[config.mk]
export PLATFORM = sky130hd
export DESIGN_NAME = seq_pattern_detector_flat
export DESIGN_NICKNAME = d
export VERILOG_FILES = /design/src/rtl/seq_pkg.sv /design/src/rtl/seq_pattern_detector_if.sv /design/src/rtl/pulse_stretcher.sv /design/src/rtl/seq_pattern_detector.sv /design/src/flat_wrapper.sv
export SDC_FILE = /design/constraint.sdc
export NUM_CORES = 1
export LEC_CHECK = 0
export BUFFER_PORTS_ARGS = -buffer_cell sky130_fd_sc_hd__buf_2
export CORE_MARGIN = 3
export CORE_UTILIZATION = 51
export CTS_BUF_LIST = sky130_fd_sc_hd__clkbuf_8
export DETAILED_ROUTE_END_ITERATION = 8
export PLACE_DENSITY = 0.74
export SETUP_SLACK_MARGIN = 0.2
export SYNTH_ARGS = -nofsm -noshare
export SYNTH_HDL_FRONTEND = slang
export SYNTH_SLANG_ARGS = --single-unit
[constraint.sdc]
create_clock -name clk -period 7.5 [get_ports clk]
set_clock_uncertainty 0.05 [all_clocks]
set_input_delay 1.5 -clock clk [delete_from_list [all_inputs] [get_ports clk]]
set_output_delay 1.5 -clock clk [all_outputs]
set_load 0.05 [all_outputs]
[src/rtl/seq_pkg.sv]
// Constants shared by the static sequence generator and the serial pattern
// detector, so both ends agree on the pattern and the buzzer timing.
package seq_pkg;

  localparam int unsigned CLK_HZ          = 100_000_000;
  localparam int unsigned DEF_PATTERN_W   = 8;
  localparam logic [DEF_PATTERN_W-1:0] DEF_PATTERN = 8'b1011_1000;
  localparam int unsigned DEF_BUZZ_CYCLES = CLK_HZ;  // one second of buzz
  localparam int unsigned DEF_CNT_W       = 4;

endpackage : seq_pkg

[src/rtl/seq_pattern_detector_if.sv]
// Serial-in / status-out bundle of the pattern detector. The master side is
// whoever feeds bits (generator or bench), the slave side is the detector.
interface seq_pattern_detector_if
  import seq_pkg::*;
#(
  parameter int unsigned PATTERN_W = DEF_PATTERN_W,
  parameter int unsigned CNT_W     = DEF_CNT_W
);

  logic                 bit_in;
  logic                 bit_valid;
  logic                 clear;
  logic                 match;
  logic [CNT_W-1:0]     match_cnt;
  logic [PATTERN_W-1:0] led;
  logic                 buzzer;

  modport master (
    output bit_in, bit_valid, clear,
    input  match, match_cnt, led, buzzer
  );

  modport slave (
    input  bit_in, bit_valid, clear,
    output match, match_cnt, led, buzzer
  );

endinterface : seq_pattern_detector_if

[src/rtl/pulse_stretcher.sv]
// Retriggerable pulse stretcher: a trigger loads an N-cycle down-counter and
// the output stays high while the counter is non-zero. A trigger while the
// counter is running simply reloads it, so the output never glitches low.
module pulse_stretcher #(
  parameter int unsigned N = 20
) (
  input  logic clk,
  input  logic rst_n,
  input  logic trigger,
  input  logic clear,
  output logic out
);

  localparam int unsigned TW = (N < 1) ? 1 : $clog2(N + 1);
  localparam logic [TW-1:0] LOAD = TW'(N);

  logic [TW-1:0] timer_p0;
  logic [TW-1:0] timer_p1;
  logic          out_p1;

  // Next timer value: clear wins, then reload, then count down to zero.
  always_comb begin
    timer_p0 = timer_p1;
    if (clear) begin
      timer_p0 = '0;
    end else if (trigger) begin
      timer_p0 = LOAD;
    end else if (timer_p1 != '0) begin
      timer_p0 = timer_p1 - TW'(1);
    end
  end

  // ---- stage p1: timer and its registered non-zero flag ----
  // Output is registered from the next timer value so it rises together with
  // the trigger's own register and is high for exactly N cycles.
  always_ff @(posedge clk or negedge rst_n) begin
    if (!rst_n) begin
      timer_p1 <= '0;
      out_p1   <= 1'b0;
    end else begin
      timer_p1 <= timer_p0;
      out_p1   <= (timer_p0 != '0);
    end
  end

  assign out = out_p1;

endmodule : pulse_stretcher

[src/rtl/seq_pattern_detector.sv]
// Serial pattern detector. Shifts accepted bits into a history register
// (first bit ends up in the MSB), raises a registered one-cycle match pulse
// when the last PATTERN_W bits equal PATTERN, counts matches with saturation
// and drives a retriggerable buzzer for BUZZ_CYCLES clocks per match.
module seq_pattern_detector
  import seq_pkg::*;
#(
  parameter int unsigned          PATTERN_W   = DEF_PATTERN_W,
  parameter logic [PATTERN_W-1:0] PATTERN     = DEF_PATTERN,
  parameter int unsigned          BUZZ_CYCLES = DEF_BUZZ_CYCLES,
  parameter int unsigned          CNT_W       = DEF_CNT_W
) (
  input  logic                 clk,
  input  logic                 rst_n,
  seq_pattern_detector_if.slave bus
);

  localparam int unsigned       FILL_W    = $clog2(PATTERN_W + 1);
  localparam logic [FILL_W-1:0] FILL_FULL = FILL_W'(PATTERN_W);

  // Saturating increment of the match counter; holds at all-ones.
  function automatic logic [CNT_W-1:0] cnt_sat_inc(input logic [CNT_W-1:0] v);
    return (&v) ? v : v + CNT_W'(1);
  endfunction

  // Saturating increment of the fill level; holds once the history is full.
  function automatic logic [FILL_W-1:0] fill_sat_inc(input logic [FILL_W-1:0] v);
    return (v == FILL_FULL) ? v : v + FILL_W'(1);
  endfunction

  logic                 vld_p0;
  logic [PATTERN_W-1:0] hist_p0;
  logic [FILL_W-1:0]    fill_p0;
  logic                 match_p0;

  logic [PATTERN_W-1:0] hist_p1;
  logic [FILL_W-1:0]    fill_p1;
  logic                 match_p1;
  logic [CNT_W-1:0]     cnt_p1;
  logic                 buzz_p1;

  // ---- stage p0: accept the strobe and evaluate the would-be history ----
  // A clear in the same cycle drops the incoming bit entirely.
  always_comb begin
    vld_p0   = bus.bit_valid & ~bus.clear;
    hist_p0  = {hist_p1[PATTERN_W-2:0], bus.bit_in};
    fill_p0  = fill_sat_inc(fill_p1);
    match_p0 = vld_p0 && (hist_p0 == PATTERN) && (fill_p0 == FILL_FULL);
  end

  // ---- stage p1: history, fill level, match pulse and match counter ----
  // History is not cleared on a match, so overlapping occurrences are found.
  always_ff @(posedge clk or negedge rst_n) begin
    if (!rst_n) begin
      hist_p1  <= '0;
      fill_p1  <= '0;
      match_p1 <= 1'b0;
      cnt_p1   <= '0;
    end else if (bus.clear) begin
      hist_p1  <= '0;
      fill_p1  <= '0;
      match_p1 <= 1'b0;
      cnt_p1   <= '0;
    end else begin
      match_p1 <= match_p0;
      if (vld_p0) begin
        hist_p1 <= hist_p0;
        fill_p1 <= fill_p0;
      end
      if (match_p0) begin
        cnt_p1 <= cnt_sat_inc(cnt_p1);
      end
    end
  end

  // The buzz timer is loaded on the same edge that registers the match.
  pulse_stretcher #(
    .N (BUZZ_CYCLES)
  ) u_buzz (
    .clk     (clk),
    .rst_n   (rst_n),
    .trigger (match_p0),
    .clear   (bus.clear),
    .out     (buzz_p1)
  );

  assign bus.match     = match_p1;
  assign bus.match_cnt = cnt_p1;
  assign bus.led       = hist_p1;
  assign bus.buzzer    = buzz_p1;

endmodule : seq_pattern_detector

[src/flat_wrapper.sv]
// flat-port wrapper written by rule: the top's interface ports become plain ports
module seq_pattern_detector_flat import seq_pkg::*;
#(
  parameter int unsigned          PATTERN_W   = DEF_PATTERN_W,
  parameter logic [PATTERN_W-1:0] PATTERN     = DEF_PATTERN,
  parameter int unsigned          BUZZ_CYCLES = DEF_BUZZ_CYCLES,
  parameter int unsigned          CNT_W       = DEF_CNT_W
)
  (clk, rst_n, bus_bit_in, bus_bit_valid, bus_clear, bus_match, bus_match_cnt, bus_led, bus_buzzer);
  seq_pattern_detector_if #(.PATTERN_W(PATTERN_W), .CNT_W(CNT_W)) bus_i ();
  input  logic clk;
  input  logic rst_n;
  input wire logic [$bits(bus_i.bit_in)-1:0] bus_bit_in;
  input wire logic [$bits(bus_i.bit_valid)-1:0] bus_bit_valid;
  input wire logic [$bits(bus_i.clear)-1:0] bus_clear;
  output wire logic [$bits(bus_i.match)-1:0] bus_match;
  output wire logic [$bits(bus_i.match_cnt)-1:0] bus_match_cnt;
  output wire logic [$bits(bus_i.led)-1:0] bus_led;
  output wire logic [$bits(bus_i.buzzer)-1:0] bus_buzzer;
  assign bus_i.bit_in = bus_bit_in;
  assign bus_i.bit_valid = bus_bit_valid;
  assign bus_i.clear = bus_clear;
  assign bus_match = bus_i.match;
  assign bus_match_cnt = bus_i.match_cnt;
  assign bus_led = bus_i.led;
  assign bus_buzzer = bus_i.buzzer;
  seq_pattern_detector #(.PATTERN_W(PATTERN_W), .PATTERN(PATTERN), .BUZZ_CYCLES(BUZZ_CYCLES), .CNT_W(CNT_W)) u_core (.clk(clk), .rst_n(rst_n), .bus(bus_i));
endmodule
Yosys cells after proc, flatten, opt, wreduce, memory -nomap -nowiden
Cells that the tools add are included.

Register bits after elaboration: 45. Output and inout bits: 14. Logic and storage cells: 35.

Add/subtract/negate cells: 3. Equal/unequal tests: 4. Muxes and demuxes: 12. Bitwise gates (word level): 2. Reduce and logical (&&, ||, !) cells: 8.

Operators with widths (count): 27-bit two-way mux (3); 27-bit nonzero test (2); 27-bit by 1-bit subtractor with 27-bit output (second input constant) (1); 4-bit two-way mux (6); 8-bit two-way mux (2); 4-bit by 1-bit adder with 4-bit output (second input constant) (2); 4-bit equality test (second input constant) (2); 8-bit equality test (second input constant) (1); 4-bit AND reduction (1); 2-bit nonzero test (2); 1-bit logical AND (2); 2-bit inequality test (second input constant) (1); 2-bit AND reduction (1); 1-bit AND (1); 1-bit two-way mux (1); 1-bit NOT (1).

Depth between registers and ports, before layout
Gate-level depths: netlist of run 1.

Depth in word-level cells: 7. Mapped depth: 10.

Hierarchy
Synthesis of run 1 repeated with hierarchy kept, for this count alone.

Cells, all modules: 270. Area total of the unflattened synthesis: 2576.2 um2.

Modules (own cells, without submodules): pulse_stretcher (instances 1, cells an instance 185, area an instance 1714.1 um2, seq. area each 700.7 um2); seq_pattern_detector (instances 1, cells an instance 85, area an instance 862.1 um2, seq. area each 425.4 um2).

Worst setup path before layout of run 1
Ideal clock, no wire load.

Kind: input-to-reg. Start point: input port bus_clear. End point: register u_core.u_buzz.out_p1, in the netlist u_core.u_buzz.out. Library setup time: 0.136 ns. Arrival time: 3.420 ns. Slack: 3.894 ns. Cell stages on the path: 8. Buffers on the path: 1. Cells stage by stage: clkbuf_1 > nor4b_1 > nand2_1 > o41ai_1 > a21o_1 > o211ai_1 > nor4_1 > nand4_1.

Word-level cells in the longest chain between the ends: 7.

RTL lines: from (decl) (line flat_wrapper.sv:15) `input wire logic [$bits(bus_i.clear)-1:0] bus_clear;`; 1-bit NOT (line seq_pattern_detector.sv:45) `vld_p0 = bus.bit_valid & ~bus.clear;`; 1-bit AND (line seq_pattern_detector.sv:45); 1-bit logical AND (2 in series) (line seq_pattern_detector.sv:48) `match_p0 = vld_p0 && (hist_p0 == PATTERN) && (fill_p0 == FILL_FULL);`; 27-bit two-way mux (line pulse_stretcher.sv:26) `end else if (trigger) begin`; 27-bit two-way mux * (line pulse_stretcher.sv:24) `if (clear) begin`; 27-bit nonzero test * (line pulse_stretcher.sv:42) `out_p1 <= (timer_p0 != '0);`; to (signal assigned) (line pulse_stretcher.sv:42); to (decl) (line pulse_stretcher.sv:19) `logic out_p1;`.

Mark *: on every way between the ends. The rest lies on a longest branch, timed or not. A chain may end at the register's enable or synchronous reset.

Worst setup path in the final report of run 1
Start point: input port bus_clear. End point: register u_core.cnt_p1[1], in the netlist u_core.bus.match_cnt[1].

Word-level cells in the longest chain between the ends: 6. Elaborated cells on any way between the ends: 8. Classes of those cells: eq/ne (1); mux (1); bitwise (2); reduce/logical (4).

RTL lines: 1-bit NOT (line seq_pattern_detector.sv:45); 1-bit AND (line seq_pattern_detector.sv:45); 1-bit logical AND (2 in series) (line seq_pattern_detector.sv:48); 2-bit nonzero test (no source line); 2-bit AND reduction (no source line); to (signal assigned) (line seq_pattern_detector.sv:71) `cnt_p1 <= cnt_sat_inc(cnt_p1);`; to (decl) (line seq_pattern_detector.sv:39) `logic [CNT_W-1:0] cnt_p1;`.

Parallel ways exist; a longest one is shown, timed or not.

==> flow_summary.toml, run 1 <==
[clock_tree]
clkTransAtPathRegs_ns = 0.09
cts_resized = 0
cts_tree = "built"
numCtsBuffers = 5
cts_sinks = 45
post_cts_buffers = 0
insertion_delay_ns = 0.30
cts_hold_buf = 0
htreeDepth = 2
clockBufferDepth = 2
root_buffer = "clkbuf_8"

[critical_path]
r2r_cells = 7
end_kind = "flop"
start_kind = "input port"
cp_slowest_cell = "or4_1"
setup.worst_path.class = "input port to flop"
max_stage_delay_ns = 0.70
required_ns = 7.62
path_max_fanout = 34
cp_cell_sequence = "buf_2 -> nor4b_1 -> nand2_1 -> or4_1 -> a31oi_1 -> mux2i_1 -> nor2_1"
cp_data_arrival_time_ns = 3.73

[yosys]
synth_edf_count = 0
yosys-top-cells-count = "dfrtp_1, nor2_1, a21oi_1"
ys_ff_latch = 45
syn_area_sq_mm = 0.002517
async_reset_ff_share_pct = 100.0
syn_inst = 261
synth.distinct_cells = 47
synth_top_cell_area_share_pct = 44.73
synthTopCellsByArea = "dfrtp_1, nor2_1, xor2_1"
yosysTopAreaCell = "dfrtp_1"
avgSynthCellArea_sq_um = 9.645
synth_ff_type = "dfrtp_1"
synth_nets = 271
seq_area_frac_synth_pct = 44.73
yosys_warnings = 0
synthMostInstantiatedCell = "dfrtp_1"

[power_and_ir_drop]
p_per_area_mw_per_mm2 = 458.6
power.leakage_nw = 1.259
irDropWorstVdd_mv = 0.2397
finalPower_mw = 1.258

[timing]
final-setup-viol-count = 0
max_freq_ghz = 0.2768
slew_viol_final = 0
final_hold_viol_count = 0
holdWs_ns = 0.4789
worstMarginPinSlew_ns = 1.063
tns_ns = 0
relSlewSlack_pct = 28.45
rsz0062_at_grt = "false"
fin_crit_ns = 3.613
period_share_pct = 48.18

[die]
rows = 24
dieArea_sq_mm = 0.005815
io_pins = 19
start_util_pct = 55.15
coreArea_sq_mm = 0.004564
die_h_um = 76.26
die_w_um = 76.26

[worst_hold_path]
min_path_type = "flop to flop"
hold_depth = 2

[global_route]
track_usage_pct = 18.94
antenna_found_initial = 0
grt_pass1_vias = 1863
grt_overflow = 0
grt_pass1_wl_mm = 8.970
grt_max_degree = 46

[detailed_routing]
drt_first_iter_violations = 96
postRouteAntennaNets = 0
wl_per_cell_um = 15.54
route.detailed.drc = 0
drt-pass1-iter-count = 4
finalWirelength_mm = 5.268
routed_via_density = 5.832
vias = 1977

[placed_design]
finalWeightedCongestion = 0.8770
dp_cells = 331
io_buffers = 18
hpwl_mm = 3.762

[finish]
final_util_pct = 60.12
nNetsFinal = 283
n_antenna_cell = 0
multi_input_area_sq_mm = 0.001289
final_cells = 339
num-fill-cells = 403
area_growth_pct = 8.996
ff_latch_area_sq_mm = 0.001126
drive_gt1_share_pct = 12.77

[flow_run]
drv_cap = 0

[outcome]
status = "completed"
-- worst paths after layout --
kind	slack [ns]	startpoint	endpoint
setup / recovery	3.89	bus_clear	u_core.bus.match_cnt[1]
hold / removal	0.48	u_core.bus.led[7]	u_core.bus.led[7]
setup reg to reg	4.23	u_core.u_buzz.timer_p1[20]	u_core.u_buzz.out
hold reg to reg	0.48	u_core.bus.led[7]	u_core.bus.led[7]
max in group asynchronous	5.48	rst_n	u_core.u_buzz.timer_p1[17]
min in group asynchronous	1.31	rst_n	u_core.fill_p1[2]
-- layout make-up --
cell class	count	share of cell area [%]
Tap cell	65	2.964
Timing Repair Buffer	19	3.557
Multi-Input combinational cell	193	46.97
Inverter	9	1.231
Sequential cell	45	41.04
Clock buffer	5	2.508
Clock inverter	3	1.733
-- through the flow --
step                      worst slack (ns)  cell area [sq um]
after floorplan                      3.894               2517
after global placement               3.675               2628
after detailed placement             3.576               2628
after CTS                            3.893               2744
after global routing                 3.652               2744
final                                3.887               2744
-- routing by layer --
layer  up-vias  wire length (um)  global-route usage [%]
met2        51              2319                   27.68
li1        963                 -                       -
met3         6               255                   3.664
met1       957              2633                   28.50
met4         0                60                   5.435
met5         -                 0                       0
-- critical path, delay by kind of cell --
kind,cells,cell delay (ns)
AOI/OAI and AO/OA,1,0.37
muxes,1,0.23
buffers and inverters,1,0.29
and+or+nand+nor,4,1.34
-- state kept, by name (all words and copies together) (netlist names) --
register and cells:
u_core.bus.led 8, u_core.bus.match 1, u_core.bus.match_cnt 4, u_core.fill_p1 4
u_core.u_buzz.out 1, u_core.u_buzz.timer_p1 27
-- layout by cell type (no fill, tap or decap), types with 7 or more instances in the layout --
cell type | synthesis | routed
a21oi_1 | 15 | 15
xor2_1 | 14 | 14
nor2_1 | 44 | 44
xnor2_1 | 12 | 12
nor4_1 | 9 | 9
buf_2 | 0 | 18
mux2i_1 | 12 | 12
dfrtp_1 | 45 | 45
nand3_1 | 7 | 7
nand2_1 | 7 | 7
inv_1 | 9 | 9
-- power by group --
part / internal (mW) / total [mW] / switching, mW
sequential: 0.307 / 0.378 / 0.0712
combinational: 0.268 / 0.688 / 0.420
clock: 0.102 / 0.192 / 0.0904
total: 0.676 / 1.26 / 0.582
-- logic make-up (layout without fill, tap and decap cells) --
group	Yosys count	in the layout	synth area share [%]
and+or+nand+nor	105	105	22.42
muxes	12	12	4.772
DFF	45	45	44.73
xor gates and xnor gates	26	26	9.046
adders and majority gates	5	5	2.485
buffers and inverters	23	36	4.374
AOI/OAI and AO/OA	45	45	12.18
Power figures use the tool's default switching activity.
==> run 2, diff against run 1 <==
ABC_AREA = 1   (was not set)
clock period = 3.7 ns   (was 7.5 ns; I/O delays follow)
==> flow_summary.toml, run 2 <==
[yosys]
syn_inst = 428
yosys_warnings = 0
syn_area_sq_mm = 0.003013
synth_nets = 438
async_reset_ff_share_pct = 100.0
synth.distinct_cells = 34
synth_ff_type = "dfrtp_1"
synth_top_cell_area_share_pct = 37.38
seq_area_frac_synth_pct = 37.38
synthMostInstantiatedCell = "nand2_1"
synthTopCellsByArea = "dfrtp_1, nand2_1, nor2_1"
yosys-top-cells-count = "nand2_1, nor2_1, inv_1"
avgSynthCellArea_sq_um = 7.039
synth_edf_count = 0
yosysTopAreaCell = "dfrtp_1"
ys_ff_latch = 45

[detailed_routing]
wl_per_cell_um = 13.46
vias = 2818
drt_first_iter_violations = 231
drt-pass1-iter-count = 5
finalWirelength_mm = 7.001
route.detailed.drc = 0
postRouteAntennaNets = 0
routed_via_density = 5.419

[placed_design]
hpwl_mm = 5.481
finalWeightedCongestion = 0.8996
io_buffers = 18

[finish]
ff_latch_area_sq_mm = 0.001126
regMostFlops = "u_core.u_buzz.timer_p1"
n_antenna_cell = 0
nNetsFinal = 457
multi_input_area_sq_mm = 0.001640
layout_commonest_cell = "nand2_1"
drive_gt1_share_pct = 15.18
area_growth_pct = 8.555
num-fill-cells = 541
most-common-layout-cells = "nand2_1, nor2_1, inv_1, dfrtp_1, nand3_1"
largest_reg_flops = 27

[global_route]
antenna_found_initial = 0
grt_max_degree = 46
grt_pass1_vias = 2609
grt_overflow = 0
track_usage_pct = 21.00
grt_pass1_wl_mm = 11.90

[timing]
relSlewSlack_pct = 33.65
fin_crit_ns = 2.297
final-setup-viol-count = 0
worstMarginPinSlew_ns = 0.9952
period_share_pct = 62.09
slew_viol_final = 0
final_hold_viol_count = 0
tns_ns = 0
max_freq_ghz = 0.4353
rsz0062_at_grt = "false"

[clock_tree]
cts_resized = 0
clockBufferDepth = 2
clkTransAtPathRegs_ns = 0.09
root_buffer = "clkbuf_8"
cts_sinks = 45
post_cts_buffers = 0
numCtsBuffers = 5
cts_tree = "built"
htreeDepth = 2
cts_hold_buf = 0
insertion_delay_ns = 0.31

[critical_path]
cp_cell_sequence = "inv_1 -> ha_1 -> inv_1 -> nand2_1 -> nor2_1 -> nand2_1 -> nor2_1 -> nand4_1 -> nand3_1 -> o21ai_1 -> nand2_1 -> nor2_1 -> nand3_1"
cp_data_arrival_time_ns = 2.50
r2r_cells = 13
required_ns = 3.90
cp_slowest_cell = "dfrtp_1"
setup.worst_path.class = "flop to flop"
path_max_fanout = 11
max_stage_delay_ns = 0.44
start_kind = "flop"
end_kind = "flop"

[worst_hold_path]
hold_depth = 2
min_path_type = "flop to flop"

[die]
coreArea_sq_mm = 0.005608
die_w_um = 82.86
start_util_pct = 53.73
rows = 27
dieArea_sq_mm = 0.006866
io_pins = 19
die_h_um = 82.86

[outcome]
status = "completed"

[flow_run]
drv_cap = 0
run 2: cells by family after synthesis:
| kind of cell | count (synthesis) | share of synthesized area [%] |
|---|---|---|
| AOI/OAI and AO/OA | 43 | 8.762 |
| xor gates and xnor gates | 6 | 1.744 |
| adders and majority gates | 5 | 2.076 |
| buffers and inverters | 59 | 8.181 |
| DFF | 45 | 37.38 |
| and+or+nand+nor | 270 | 41.86 |
run 2: routing by layer:
metal	vias to the layer above	track usage, %	share of wire [%]
met4	0	6.389	2.1
met3	17	3.671	6.3
met5	-	0	0
met2	108	34.99	47
met1	1291	27.88	44
li1	1402	-	-
run 2: worst paths after layout:
path	from	to	slack (ns)
setup reg to reg	u_core.fill_p1[0]	u_core.u_buzz.out	1.40
setup / recovery	u_core.fill_p1[0]	u_core.u_buzz.out	1.40
max in group asynchronous	rst_n	u_core.bus.led[1]	2.43
hold reg to reg	u_core.bus.led[7]	u_core.bus.led[7]	0.48
min in group asynchronous	rst_n	u_core.u_buzz.timer_p1[10]	0.54
hold / removal	u_core.bus.led[7]	u_core.bus.led[7]	0.48
run 2: worst max-delay path: cells and delay by family (launching register included):
family                   cells  cell delay (ns)
AND/OR/NAND/NOR              9             1.14
flip-flops                   1             0.44
adder cells (fa/ha/maj)      1             0.33
buffers and inverters        2             0.19
AO/OA/AOI/OAI                1             0.09
run 2: through the flow:
stage / std cells / utilization (%) / hold slack, ns / setup WS [ns] / area, sq um
after floorplan: 428 / - / 0.3944 / 1.656 / 3013
after global placement: 512 / 56.18 / 0.4984 / 1.281 / 3151
after detailed placement: 512 / 56.18 / 0.4636 / 1.177 / 3151
after CTS: 520 / 58.32 / 0.4834 / 1.415 / 3271
after global routing: 520 / 58.32 / 0.5145 / 1.184 / 3271
final: 520 / 58.32 / 0.4828 / 1.403 / 3271
run 2: cell type report:
type	count	share of cell area [%]
clock buffer	6	2.525
clock inverter	2	1.148
inverter	53	6.236
multi-input combinational	324	50.15
sequential	45	34.43
tap	72	2.754
timing repair buffer	18	2.754
Power of run 2 is left out: the tool's default activity adds up to more than one toggle a clock period on the data nets, which glitch-free logic cannot reach.
